$ cat src/rtl/calc_pkg.sv
// Shared calculator package: bcd_digit_writer FSM states and display constants.
package calc_pkg;

    typedef enum logic [1:0] {
        IDLE,
        CONV,
        EMIT,
        DONE
    } bdw_state_t;

    localparam int          NDIG     = 8;
    localparam logic [3:0]  POS_IDLE = 4'hF;
    localparam logic [3:0]  DIG_IDLE = 4'hF;
    localparam logic [26:0] MAX_DISP = 27'd99_999_999;

endpackage

$ cat src/rtl/bcd_digit_writer_if.sv
// Display write port bundle between the digit writer and its requester/display.
interface bcd_digit_writer_if #(
    parameter int W = 27
);
    logic         start;
    logic [W-1:0] value;
    logic [3:0]   dig;
    logic [3:0]   pos;
    logic         busy;
    logic         done;
    logic         ovf;

    modport master (
        output start, value,
        input  dig, pos, busy, done, ovf
    );

    modport slave (
        input  start, value,
        output dig, pos, busy, done, ovf
    );
endinterface

$ cat src/rtl/bcd_add3.sv
// Double-dabble cell: add 3 to a BCD digit when it is 5 or more.
module bcd_add3 (
    input  logic [3:0] din,
    output logic [3:0] dout
);

    // Pre-shift correction so the following left shift carries into the next digit.
    always_comb begin
        dout = (din >= 4'd5) ? din + 4'd3 : din;
    end

endmodule

$ cat src/rtl/bcd_digit_writer.sv
// Binary-to-BCD converter (sequential double dabble) that streams eight
// digits as (dig, pos) writes into the seven-segment display controller.
// Optional build macro: OVERFLOW_SAT_EN -- saturate inputs above 99,999,999
// and flag ovf; without it ovf stays 0 and the low eight digits are shown.
//
// state | meaning
// IDLE  | waiting for start, outputs idle
// CONV  | one shift-and-add-3 step per cycle, W cycles
// EMIT  | write digit idx to slot idx, idx = 0..NDIG-1
// DONE  | one-cycle done pulse, then back to IDLE
module bcd_digit_writer
    import calc_pkg::*;
#(
    parameter int W    = 27,
    parameter int NDIG = 8
) (
    input logic               clock,
    input logic               reset,
    bcd_digit_writer_if.slave bus
);

    localparam int BW = 4 * (NDIG + 1);   // one spare digit above the displayed ones
    localparam int CW = $clog2(W + 1);
    localparam int IW = $clog2(NDIG);
    localparam int SW = $clog2(BW);

    bdw_state_t      state, state_next;
    logic [W-1:0]    sh, sh_next;
    logic [BW-1:0]   bcd, bcd_next, bcd_adj;
    logic [BW+W-1:0] shifted;
    logic [CW-1:0]   cnt, cnt_next;
    logic [IW-1:0]   idx, idx_next, idx_inc;
    logic [SW-1:0]   sel;
    logic [3:0]      pos_r, pos_next, dig_r, dig_next;
    logic            busy_r, busy_next, done_r, done_next, ovf_r, ovf_next;
    logic [W-1:0]    cap_value;
    logic            cap_ovf;

    for (genvar g = 0; g < NDIG + 1; g++) begin : g_add3
        bcd_add3 u_add3 (
            .din  (bcd[4*g +: 4]),
            .dout (bcd_adj[4*g +: 4])
        );
    end

    assign shifted = {bcd_adj, sh} << 1;
    assign idx_inc = idx + 1'b1;
    assign sel     = SW'({idx_inc, 2'b00});

`ifdef OVERFLOW_SAT_EN
    localparam logic [W-1:0] MAX_W = W'(MAX_DISP);

    // Clamp the captured operand to the largest displayable number.
    always_comb begin
        cap_ovf   = bus.value > MAX_W;
        cap_value = cap_ovf ? MAX_W : bus.value;
    end
`else
    // No clamping: the spare digit absorbs the excess and is never shown.
    always_comb begin
        cap_ovf   = 1'b0;
        cap_value = bus.value;
    end
`endif

    // Next-state, datapath and registered-output decode.
    always_comb begin
        state_next = state;
        sh_next    = sh;
        bcd_next   = bcd;
        cnt_next   = cnt;
        idx_next   = idx;
        pos_next   = POS_IDLE;
        dig_next   = DIG_IDLE;
        busy_next  = 1'b0;
        done_next  = 1'b0;
        ovf_next   = ovf_r;
        case (state)
            IDLE: begin
                if (bus.start) begin
                    state_next = CONV;
                    sh_next    = cap_value;
                    bcd_next   = '0;
                    cnt_next   = '0;
                    ovf_next   = cap_ovf;
                    busy_next  = 1'b1;
                end
            end
            CONV: begin
                busy_next = 1'b1;
                bcd_next  = shifted[BW+W-1:W];
                sh_next   = shifted[W-1:0];
                cnt_next  = cnt + 1'b1;
                if (cnt == CW'(W - 1)) begin
                    // Last shift: present digit 0 straight from the final result.
                    state_next = EMIT;
                    idx_next   = '0;
                    pos_next   = 4'd0;
                    dig_next   = shifted[W+3:W];
                end
            end
            EMIT: begin
                if (idx == IW'(NDIG - 1)) begin
                    state_next = DONE;
                    done_next  = 1'b1;
                end else begin
                    busy_next = 1'b1;
                    idx_next  = idx_inc;
                    pos_next  = 4'(idx_inc);
                    dig_next  = bcd[sel +: 4];
                end
            end
            DONE: begin
                state_next = IDLE;
            end
            default: begin
                state_next = IDLE;
            end
        endcase
    end

    // State, datapath and output registers with synchronous reset.
    always_ff @(posedge clock) begin
        if (reset) begin
            state  <= IDLE;
            sh     <= '0;
            bcd    <= '0;
            cnt    <= '0;
            idx    <= '0;
            pos_r  <= POS_IDLE;
            dig_r  <= DIG_IDLE;
            busy_r <= 1'b0;
            done_r <= 1'b0;
            ovf_r  <= 1'b0;
        end else begin
            state  <= state_next;
            sh     <= sh_next;
            bcd    <= bcd_next;
            cnt    <= cnt_next;
            idx    <= idx_next;
            pos_r  <= pos_next;
            dig_r  <= dig_next;
            busy_r <= busy_next;
            done_r <= done_next;
            ovf_r  <= ovf_next;
        end
    end

    assign bus.pos  = pos_r;
    assign bus.dig  = dig_r;
    assign bus.busy = busy_r;
    assign bus.done = done_r;
    assign bus.ovf  = ovf_r;

endmodule

$ cat src/flat_wrapper.sv
// flat-port wrapper written by rule: the top's interface ports become plain ports
module bcd_digit_writer_flat import calc_pkg::*;
#(
    parameter int W    = 27,
    parameter int NDIG = 8
)
  (clock, reset, bus_start, bus_value, bus_dig, bus_pos, bus_busy, bus_done, bus_ovf);
  bcd_digit_writer_if #(.W(W)) bus_i ();
  input logic clock;
  input logic reset;
  input wire logic [$bits(bus_i.start)-1:0] bus_start;
  input wire logic [$bits(bus_i.value)-1:0] bus_value;
  output wire logic [$bits(bus_i.dig)-1:0] bus_dig;
  output wire logic [$bits(bus_i.pos)-1:0] bus_pos;
  output wire logic [$bits(bus_i.busy)-1:0] bus_busy;
  output wire logic [$bits(bus_i.done)-1:0] bus_done;
  output wire logic [$bits(bus_i.ovf)-1:0] bus_ovf;
  assign bus_i.start = bus_start;
  assign bus_i.value = bus_value;
  assign bus_dig = bus_i.dig;
  assign bus_pos = bus_i.pos;
  assign bus_busy = bus_i.busy;
  assign bus_done = bus_i.done;
  assign bus_ovf = bus_i.ovf;
  bcd_digit_writer #(.W(W), .NDIG(NDIG)) u_core (.clock(clock), .reset(reset), .bus(bus_i));
endmodule
$ cat config.mk
export PLATFORM = sky130hd
export DESIGN_NAME = bcd_digit_writer_flat
export DESIGN_NICKNAME = d
export VERILOG_FILES = /design/src/rtl/calc_pkg.sv /design/src/rtl/bcd_digit_writer_if.sv /design/src/rtl/bcd_add3.sv /design/src/rtl/bcd_digit_writer.sv /design/src/flat_wrapper.sv
export SDC_FILE = /design/constraint.sdc
export NUM_CORES = 1
export LEC_CHECK = 0
export CAP_MARGIN = 30
export CORE_MARGIN = 2
export CORE_UTILIZATION = 60
export DETAILED_ROUTE_END_ITERATION = 12
export PLACE_DENSITY = 0.87
export SYNTH_ARGS = -nofsm -noshare
export SYNTH_HDL_FRONTEND = slang
export SYNTH_SLANG_ARGS = --single-unit
$ cat constraint.sdc
create_clock -name clock -period 5.52 [get_ports clock]
set_input_delay 1.104 -clock clock [delete_from_list [all_inputs] [get_ports clock]]
set_output_delay 1.104 -clock clock [all_outputs]
set_load 0.05 [all_outputs]
[Yosys cells after proc, flatten, opt, wreduce, memory -nomap -nowiden]
Index checks and enable logic that the tools add are counted.
Cells by class
  add/subtract/negate cells: 11
  multiply operators: 0
  reduce and logical (&&, ||, !) cells: 7
  shifts and indexed selects: 1
  mux-type cells: 32
  eq/ne operators: 9
  bitwise operators: 1
  order comparisons: 9
  div/mod/pow operators: 0
Operators with widths (count)
  one-hot mux 36 bit (2 select lines): 1
  one-hot mux 27 bit (2 select lines): 1
  two-way mux 4 bit: 12
  >= comparator 4 x 3 -> 1 bit, second input constant: 9
  two-way mux 36 bit: 1
  indexed part select 36 x 6 -> 4 bit: 1
  adder 4 x 2 -> 4 bit, second input constant: 8
  two-way mux 27 bit: 1
  one-hot mux 4 bit (2 select lines): 2
  one-hot mux 5 bit (2 select lines): 1
  two-way mux 3 bit: 3
  one-hot mux 2 bit (4 select lines): 1
  two-way mux 2 bit: 3
  one-hot mux 3 bit (2 select lines): 1
  AND reduction 3 bit: 2
  adder 5 x 1 -> 5 bit, second input constant: 1
  == test 5 bit, second input constant: 1
  two-way mux 5 bit: 1
  == test 2 bit, second input constant: 2
  != test 2 x 1 -> 1 bit, second input constant: 2
  != test 2 bit, second input constant: 2
  nonzero test 2 bit: 2
  adder 3 x 1 -> 3 bit, second input constant: 1
  adder 3 x 2 -> 3 bit, second input constant: 1
  8 further kinds: 10
Storage, ports and cells
  bits in writable memories: 0
  input bits: 30
  bits in registers: 83
  memories: 0
  bits in latches: 0
  output and inout bits: 11
  word-level logic and storage cells: 79
  bits in read-only memories: 0

[Logic depth before layout (Yosys ltp)]
Gate-level depths: netlist (run 1).
  depth after elaboration: 4
  mapped depth: 9
  depth with buffers taken out: 7

[By module]
A second synthesis (run 1) with hierarchy kept.
Second synthesis, totals
  cell total of the unflattened synthesis: 487
  area, all modules: 4485.6 um2
Modules (own cells, without submodules)
  bcd_digit_writer: sequential area each 1581.5 um2, instances 1, area an instance 3674.8 um2, cells each 359
  bcd_add3: sequential area each 0.0 um2, instances 8, area an instance 101.3 um2, cells each 16

[Worst setup path after synthesis (run 1)]
OpenSTA, ideal clock, no wires.
  path type: register to register
  start point: register u_core.idx[0]
  end point: register u_core.dig_r[2], in the netlist u_core.bus.dig[2]
  arrival: 1945 ps
  stages on the path, launching flop included: 9
  required time: 5398 ps
  period minus slack after synthesis: 2066 ps
  setup time: 122 ps
  buffers on the path: 1
  path slack: 3454 ps
  path through: dfxtp_1 ha_1 inv_1 ha_1 buf_6 mux4_1 nand2_1 nand2_1 a221o_1
Between the ends
  word-level cells in the longest chain between the ends: 4
  elaborated cells between the ends (all ways): 5
  those cells by class: 1 x add/sub; 1 x eq/ne; 1 x shift; 2 x mux
Ends and longest elaborated chain
  start: declaration: RTL line bcd_digit_writer.sv:32  | logic [IW-1:0] idx, idx_next, idx_inc;
  start signal: assignment: RTL line bcd_digit_writer.sv:140  | idx <= idx_next;
  adder 3 x 1 -> 3 bit: RTL line bcd_digit_writer.sv:47  | assign idx_inc = idx + 1'b1;
  indexed part select 36 x 6 -> 4 bit: RTL line bcd_digit_writer.sv:110  | dig_next = bcd[sel +: 4];
  two-way mux 4 bit *: RTL line bcd_digit_writer.sv:103  | if (idx == IW'(NDIG - 1)) begin
  one-hot mux 4 bit (2 select lines) *: RTL line bcd_digit_writer.sv:78  | case (state)
  end signal: assignment: RTL line bcd_digit_writer.sv:142  | dig_r <= dig_next;
  end: declaration: RTL line bcd_digit_writer.sv:34  | logic [3:0] pos_r, pos_next, dig_r, dig_next;
Every way passes the cells marked *; elsewhere a longest branch is shown, timed or not.
A chain may end at the register's enable or synchronous reset.

[Final worst setup path (run 1)]
  start point: input port bus_start
  end point: register u_core.bcd[18]
Between the ends
  word-level cells in the longest chain between the ends: 2
Ends and longest elaborated chain
  start: declaration: RTL line flat_wrapper.sv:11  | input wire logic [$bits(bus_i.start)-1:0] bus_start;
  != test 2 bit (no line)
  AND reduction 2 bit (no line)
  end signal: assignment: RTL line bcd_digit_writer.sv:138  | bcd <= bcd_next;
  end: declaration: RTL line bcd_digit_writer.sv:29  | logic [BW-1:0] bcd, bcd_next, bcd_adj;
Every way passes these cells.

==> results of run 1 <==
-- report_power, final --
| group | total (W) | internal (W) | switching (W) |
|---|---|---|---|
| Clock | 0.000465 | 0.000263 | 0.000202 |
| Combinational | 0.000741 | 0.000274 | 0.000466 |
| Sequential | 0.000744 | 0.000685 | 0.0000594 |
-- placed cells by master (no fill, tap or decap), types with 3 or more instances in the layout --
cell and count:
ha_1 24, xor2_1 9, nand3_1 9, o21ai_0 9, nand4_1 3, a22o_1 16, a211oi_1 28, a21oi_1 26
clkdlybuf4s50_1 38, inv_1 23, nand2_1 24, mux4_1 5, mux2i_1 38, dfxtp_1 79, xnor2_1 8, a31oi_1 7
nand2b_1 17, buf_4 3, or3_1 7, nor2_1 47, clkbuf_8 10, a22oi_1 3
-- worst min-delay path: cells and delay by family, from the launching register on --
family | cells | cell delay, ps
DFF | 1 | 320
and+or+nand+nor | 1 | 50
AOI/OAI and AO/OA | 1 | 50
-- state kept, by name, indices dropped and copies added, names as in the netlist --
register / count
u_core.bcd: 32
u_core.bus.done: 1
u_core.bus.pos: 4
u_core.idx: 3
u_core.bus.dig: 4
u_core.bus.busy: 1
u_core.cnt: 5
u_core.state: 2
u_core.sh: 27
-- metrics by stage --
stage               total power [W]  setup WS, ps  hold slack (ps)  utilization, %
floorplan                   0.00133          3450              432               -
global placement            0.00146          2260              450            66.9
detailed placement          0.00148          2190              459            66.9
CTS                         0.00195          2560              472            70.0
global route                0.00205          2340              502            70.0
finish                      0.00195          2510              466            70.0
-- worst max path at each step --
stage	slack (ps)	end	start
6_report	2510	u_core.bcd[18]	bus_start
5_1_grt	2340	u_core.bcd[18]	bus_start
4_1_cts	2560	u_core.bcd[18]	bus_start
3_5_place_dp	2190	u_core.bcd[18]	bus_start
3_3_place_gp	2260	u_core.bcd[17]	bus_start
2_1_floorplan	3450	u_core.bus.dig[2]	u_core.idx[0]
-- area by class of cell --
class	count	area (um^2)	share of cell area, %
repair buffers	42	408	8.67
multi-input cells	311	2310	49.2
clock inverters	4	70.1	1.49
well taps	80	100	2.13
inverters	24	90.1	1.91
clock buffers	11	141	3.00
flip-flops and latches	79	1580	33.6
-- kinds of logic after synthesis --
group                      Yosys count  share of synthesized area (%)
muxes                               47                           14.0
adders and majority gates           25                           7.58
and+or+nand+nor                    118                           13.4
other                                1                         0.0908
buffers and inverters               51                           5.70
AOI/OAI and AO/OA                  103                           17.3
DFF                                 79                           38.3
xor gates and xnor gates            17                           3.61
-- layer usage --
metal / global-route usage [%] / wire (um) / vias to the layer above
met4: 12.9 / 295 / 0
li1: - / - / 1622
met5: 0 / 0 / -
met1: 31.8 / 3740 / 1590
met2: 40.2 / 4450 / 108
met3: 4.27 / 496 / 33
==> qor.yml, run 1 <==
setup_path:
  cp-start-kind: "input port"
  crit_slowest_cell: "mux2_2"
  worst-path-buf-inv: 1
  cp-end-kind: "register"
  worstSetupPathType: "in2reg"
  r2r_end: "u_core.bcd[18]"
  cp_cell_sequence: "clkdlybuf4s50_1 -> mux2_2 -> nor2_2 -> a22o_1"
  crit_arrival_ps: 3250
  r2r_start: "u_core.state[0]"
  cp_num_cells: 4
  ff2ff_path_depth: 5
  cp_slowest_stage_delay_ps: 850
  reg2reg_slack_ps: 2970
  crit_fanout: 56
  required_ps: 5760
  crit_family: "multiplexers"
yosys:
  avgSynthCellArea_um2: 9.36
  yosys.cell_count.top_type: "dfxtp_1"
  synth_top_cell_area_share_pct: 38.3
  synth_nets: 496
  ys_top_cells_by_area: "dfxtp_1 (38%), mux2i_1 (9.2%), ha_1 (7.6%)"
  async_reset_ff_share_pct: 0
  syn_inst: 441
  synthTopCellsByCount: "dfxtp_1 (79), nor2_1 (47), mux2i_1 (38)"
  ys_ff_latch: 79
  yosysSeqAreaShare_pct: 38.3
  yosys_warnings: 0
  synth_ff_type: "dfxtp_1"
  synth_edf_count: 0
  yosys.cell_types.count: 46
  synth_top_area_cell: "dfxtp_1"
  syn-cell-area_um2: 4130
global_route:
  overflow: 0
  antenna_found_initial: 0
  grt_pass1_vias: 3155
  grt_pass1_wl_mm: 14.7
  track_usage_pct: 24.9
  grt_start_max_net_pins: 57
clock_network:
  htree_levels: 3
  cts_buffer_depth: 2
  postCtsSetupRepairBufs: 0
  ctsHoldBuffers: 0
  root_buffer: "clkbuf_8"
  cts_sinks: 79
  cts-resized-gates: 0
  cts_buffers: 9
  clk_latency_ps: 350
  cts_tree: "built"
  clk_pin_slew_worst_paths_ps: 80
floorplan:
  die_x_um: 87.0
  die-area_um2: 7560
  start_util_pct: 61.5
  row_count: 30
  die_h_um: 87.0
  coreArea_um2: 6720
  ioPinCount: 41
sta:
  max_freq_ghz: 0.332
  fin_skew_ps: 4.84
  finalSetupViolCount: 0
  drv_slew: 0
  finalHoldViolCount: 0
  slew-limit-headroom_pct: 37.4
  setup-tns-final_ps: 0
  fin_crit_ps: 3010
  worst_slew_pin_slew_ps: 939
  finalCritPeriodShare_pct: 54.5
  rsz0062_at_grt: "false"
placement:
  postPlaceCellArea_um2: 4490
  routabilityCongestion: 0.809
  port_buffers: 39
  dp_cells: 536
  hpwl_mm: 5.95
layout:
  nFillCells: 478
  insertedDiodeCount: 0
  drive_above_1_share_pct: 5.94
  final_cell_area_um2: 4710
  nets: 522
  syn2layout_area_growth_pct: 14.0
  instances_no_fill: 551
pwr:
  leakage_nw: 1.85
  p_per_area_nw_per_um2: 414
  ir_drop_mv: 0.171
drt:
  vias: 3353
  drt-total-wl_mm: 8.98
  drtIter0Drc: 262
  drc: 0
  ant_nets: 0
  first_pass_iters: 4
  wl_per_cell_um: 16.3
  vias_per_cell: 6.09
status:
  outcome: "complete, no violations"
worst_hold_path:
  hp-class: "reg2reg"
  holdPathStages: 2
  worstHoldEndpoint: "u_core.sh[0]"
  worstHoldStart: "u_core.sh[0]"
job:
  drv_cap: 0
No activity file was read; power rests on OpenSTA's default activity.
==> run 2: changes to the inputs <==
--- a/config.mk
+++ b/config.mk
@@ -7,9 +7,9 @@
 export LEC_CHECK = 0
 export CAP_MARGIN = 30
 export CORE_MARGIN = 2
-export CORE_UTILIZATION = 60
+export CORE_UTILIZATION = 57
 export DETAILED_ROUTE_END_ITERATION = 12
-export PLACE_DENSITY = 0.87
+export PLACE_DENSITY = 0.84
 export SYNTH_ARGS = -nofsm -noshare
 export SYNTH_HDL_FRONTEND = slang
 export SYNTH_SLANG_ARGS = --single-unit
==> constraint.sdc (replaced) <==
create_clock -name clock -period 2.9 [get_ports clock]
set_input_delay 0.58 -clock clock [delete_from_list [all_inputs] [get_ports clock]]
set_output_delay 0.58 -clock clock [all_outputs]
set_load 0.05 [all_outputs]
==> qor.yml, run 2 (synthesized netlist as in run 1, its figures left out) <==
status:
  outcome: "complete, no violations"
setup_path:
  required_ps: 3150
  cp_slowest_stage_delay_ps: 610
  crit_path_end: "u_core.bus.dig[3]"
  crit_slowest_cell: "mux4_1"
  worst-path-buf-inv: 1
  crit_fanout: 10
  r2r_end: "u_core.bus.dig[3]"
  cp-start-kind: "register"
  worstSetupStartpoint: "u_core.idx[0]"
  ff2ff_path_depth: 7
  crit_family: "adder cells"
  worstSetupPathType: "reg2reg"
  crit_arrival_ps: 2630
  reg2reg_slack_ps: 510
  cp-end-kind: "register"
  r2r_start: "u_core.idx[0]"
  cp_cell_sequence: "ha_1 -> inv_1 -> ha_1 -> mux4_1 -> nand2_1 -> nand2_1 -> a211o_1"
  cp_num_cells: 7
drt:
  drt-total-wl_mm: 9.08
  drc: 0
  drtIter0Drc: 161
  vias: 3320
  wl_per_cell_um: 15.8
  first_pass_iters: 4
  vias_per_cell: 5.77
  ant_nets: 0
layout:
  drive_above_1_share_pct: 6.93
  syn2layout_area_growth_pct: 15.5
  layout_common_cells: "dfxtp_1 (79), nor2_1 (47), mux2i_1 (38), clkdlybuf4s50_1 (38), a211oi_1 (28)"
  regMostFlops: "u_core.bcd"
  largest_reg_flops: 32
  layout_commonest_cell: "dfxtp_1"
  reg_top3: "u_core.bcd (32), u_core.sh (27), u_core.cnt (5)"
  nets: 526
  fin_util_pct: 66.8
  insertedDiodeCount: 0
global_route:
  grt_pass1_wl_mm: 14.7
  overflow: 0
  track_usage_pct: 24.1
  grt_pass1_vias: 3133
  grt_start_max_net_pins: 53
  antenna_found_initial: 0
sta:
  finalSetupViolCount: 0
  finalWorstSetupSlack_ps: 514
  fin_crit_ps: 2390
  max_freq_ghz: 0.419
  finalCritPeriodShare_pct: 82.3
  worst_slew_pin_slew_ps: 710
  drv_slew: 0
  slew-limit-headroom_pct: 52.6
  fin_skew_ps: 16.0
  timing.hold.ws_ps: 473
  finalHoldViolCount: 0
  setup-tns-final_ps: 0
  rsz0062_at_grt: "false"
floorplan:
  die-area_um2: 7940
  coreArea_um2: 7140
  die_h_um: 89.1
  start_util_pct: 57.9
  die_x_um: 89.1
  row_count: 31
  ioPinCount: 41
placement:
  dp_slack_ps: 546
  hpwl_mm: 6.26
  port_buffers: 39
  routabilityCongestion: 0.872
worst_hold_path:
  hp-class: "reg2reg"
pwr:
  p_comb_share_pct: 38.0
  p_total_w: 0.00377
  ir_drop_mv: 0.389
  p_sw_share_pct: 37.7
  leakage_nw: 1.87
  clockPowerShare_pct: 24.3
  power.net_switching_w: 0.00142
  p_seq_share_pct: 37.7
  p_per_area_nw_per_um2: 790
  internal_power_w: 0.00235
clock_network:
  clk_pin_slew_worst_paths_ps: 80
  ctsHoldBuffers: 0
  htree_levels: 3
  cts_sinks: 79
  cts_buffer_depth: 2
  root_buffer: "clkbuf_8"
  clk_latency_ps: 360
  cts_tree: "built"
  cts_buffers: 9
  cts-resized-gates: 0
  postCtsSetupRepairBufs: 0
job:
  drv_cap: 0
-- run 2: per-layer routing --
layer  track usage, %  vias to the layer above  part of all wire, %
met4             11.7                        0                  2.6
met2             39.9                       94                   49
met5                0                        -                    0
met3             3.69                       20                  5.3
met1             30.8                     1581                   44
li1                 -                     1625                    -
-- run 2: worst min-delay path by stage --
stage                       startpoint  slack [ps]           end  cells past startpoint
after floorplan           u_core.sh[0]         430  u_core.sh[0]                      2
after global placement    u_core.sh[0]         450  u_core.sh[0]                      2
after detailed placement  u_core.sh[0]         460  u_core.sh[0]                      2
after CTS                 u_core.sh[0]         470  u_core.sh[0]                      2
after global routing      u_core.sh[0]         490  u_core.sh[0]                      2
final                     u_core.sh[0]         470  u_core.sh[0]                      2
-- run 2: power groups by stage --
| stage | logic (W) | clock network (W) | registers, W |
|---|---|---|---|
| 2_1_floorplan | 0.000929 | 0 | 0.00160 |
| 3_5_place_dp | 0.00142 | 0 | 0.00144 |
| 4_1_cts | 0.00144 | 0.000920 | 0.00142 |
| 5_1_grt | 0.00155 | 0.000966 | 0.00144 |
| 6_report | 0.00143 | 0.000917 | 0.00142 |
| 3_3_place_gp | 0.00138 | 0 | 0.00143 |
-- run 2: tightest hold or removal path: stages (launching register included) --
cell,delay (ps)
dfxtp_1,320
nand2_1,50
a21oi_1,50
-- run 2: cell type report --
| cell class | count | area [um^2] |
|---|---|---|
| inverters | 24 | 90.1 |
| repair buffers | 46 | 438 |
| flip-flops and latches | 79 | 1580 |
| fillers | 601 | 2370 |
| clock inverters | 5 | 81.3 |
| clock buffers | 11 | 141 |
| multi-input cells | 311 | 2310 |
| well taps | 99 | 124 |
-- run 2: metrics by stage --
stage	cell area (um^2)	instances
after global routing	4770	575
after floorplan	4130	441
after global placement	4550	559
final	4770	575
after detailed placement	4550	559
after CTS	4770	575
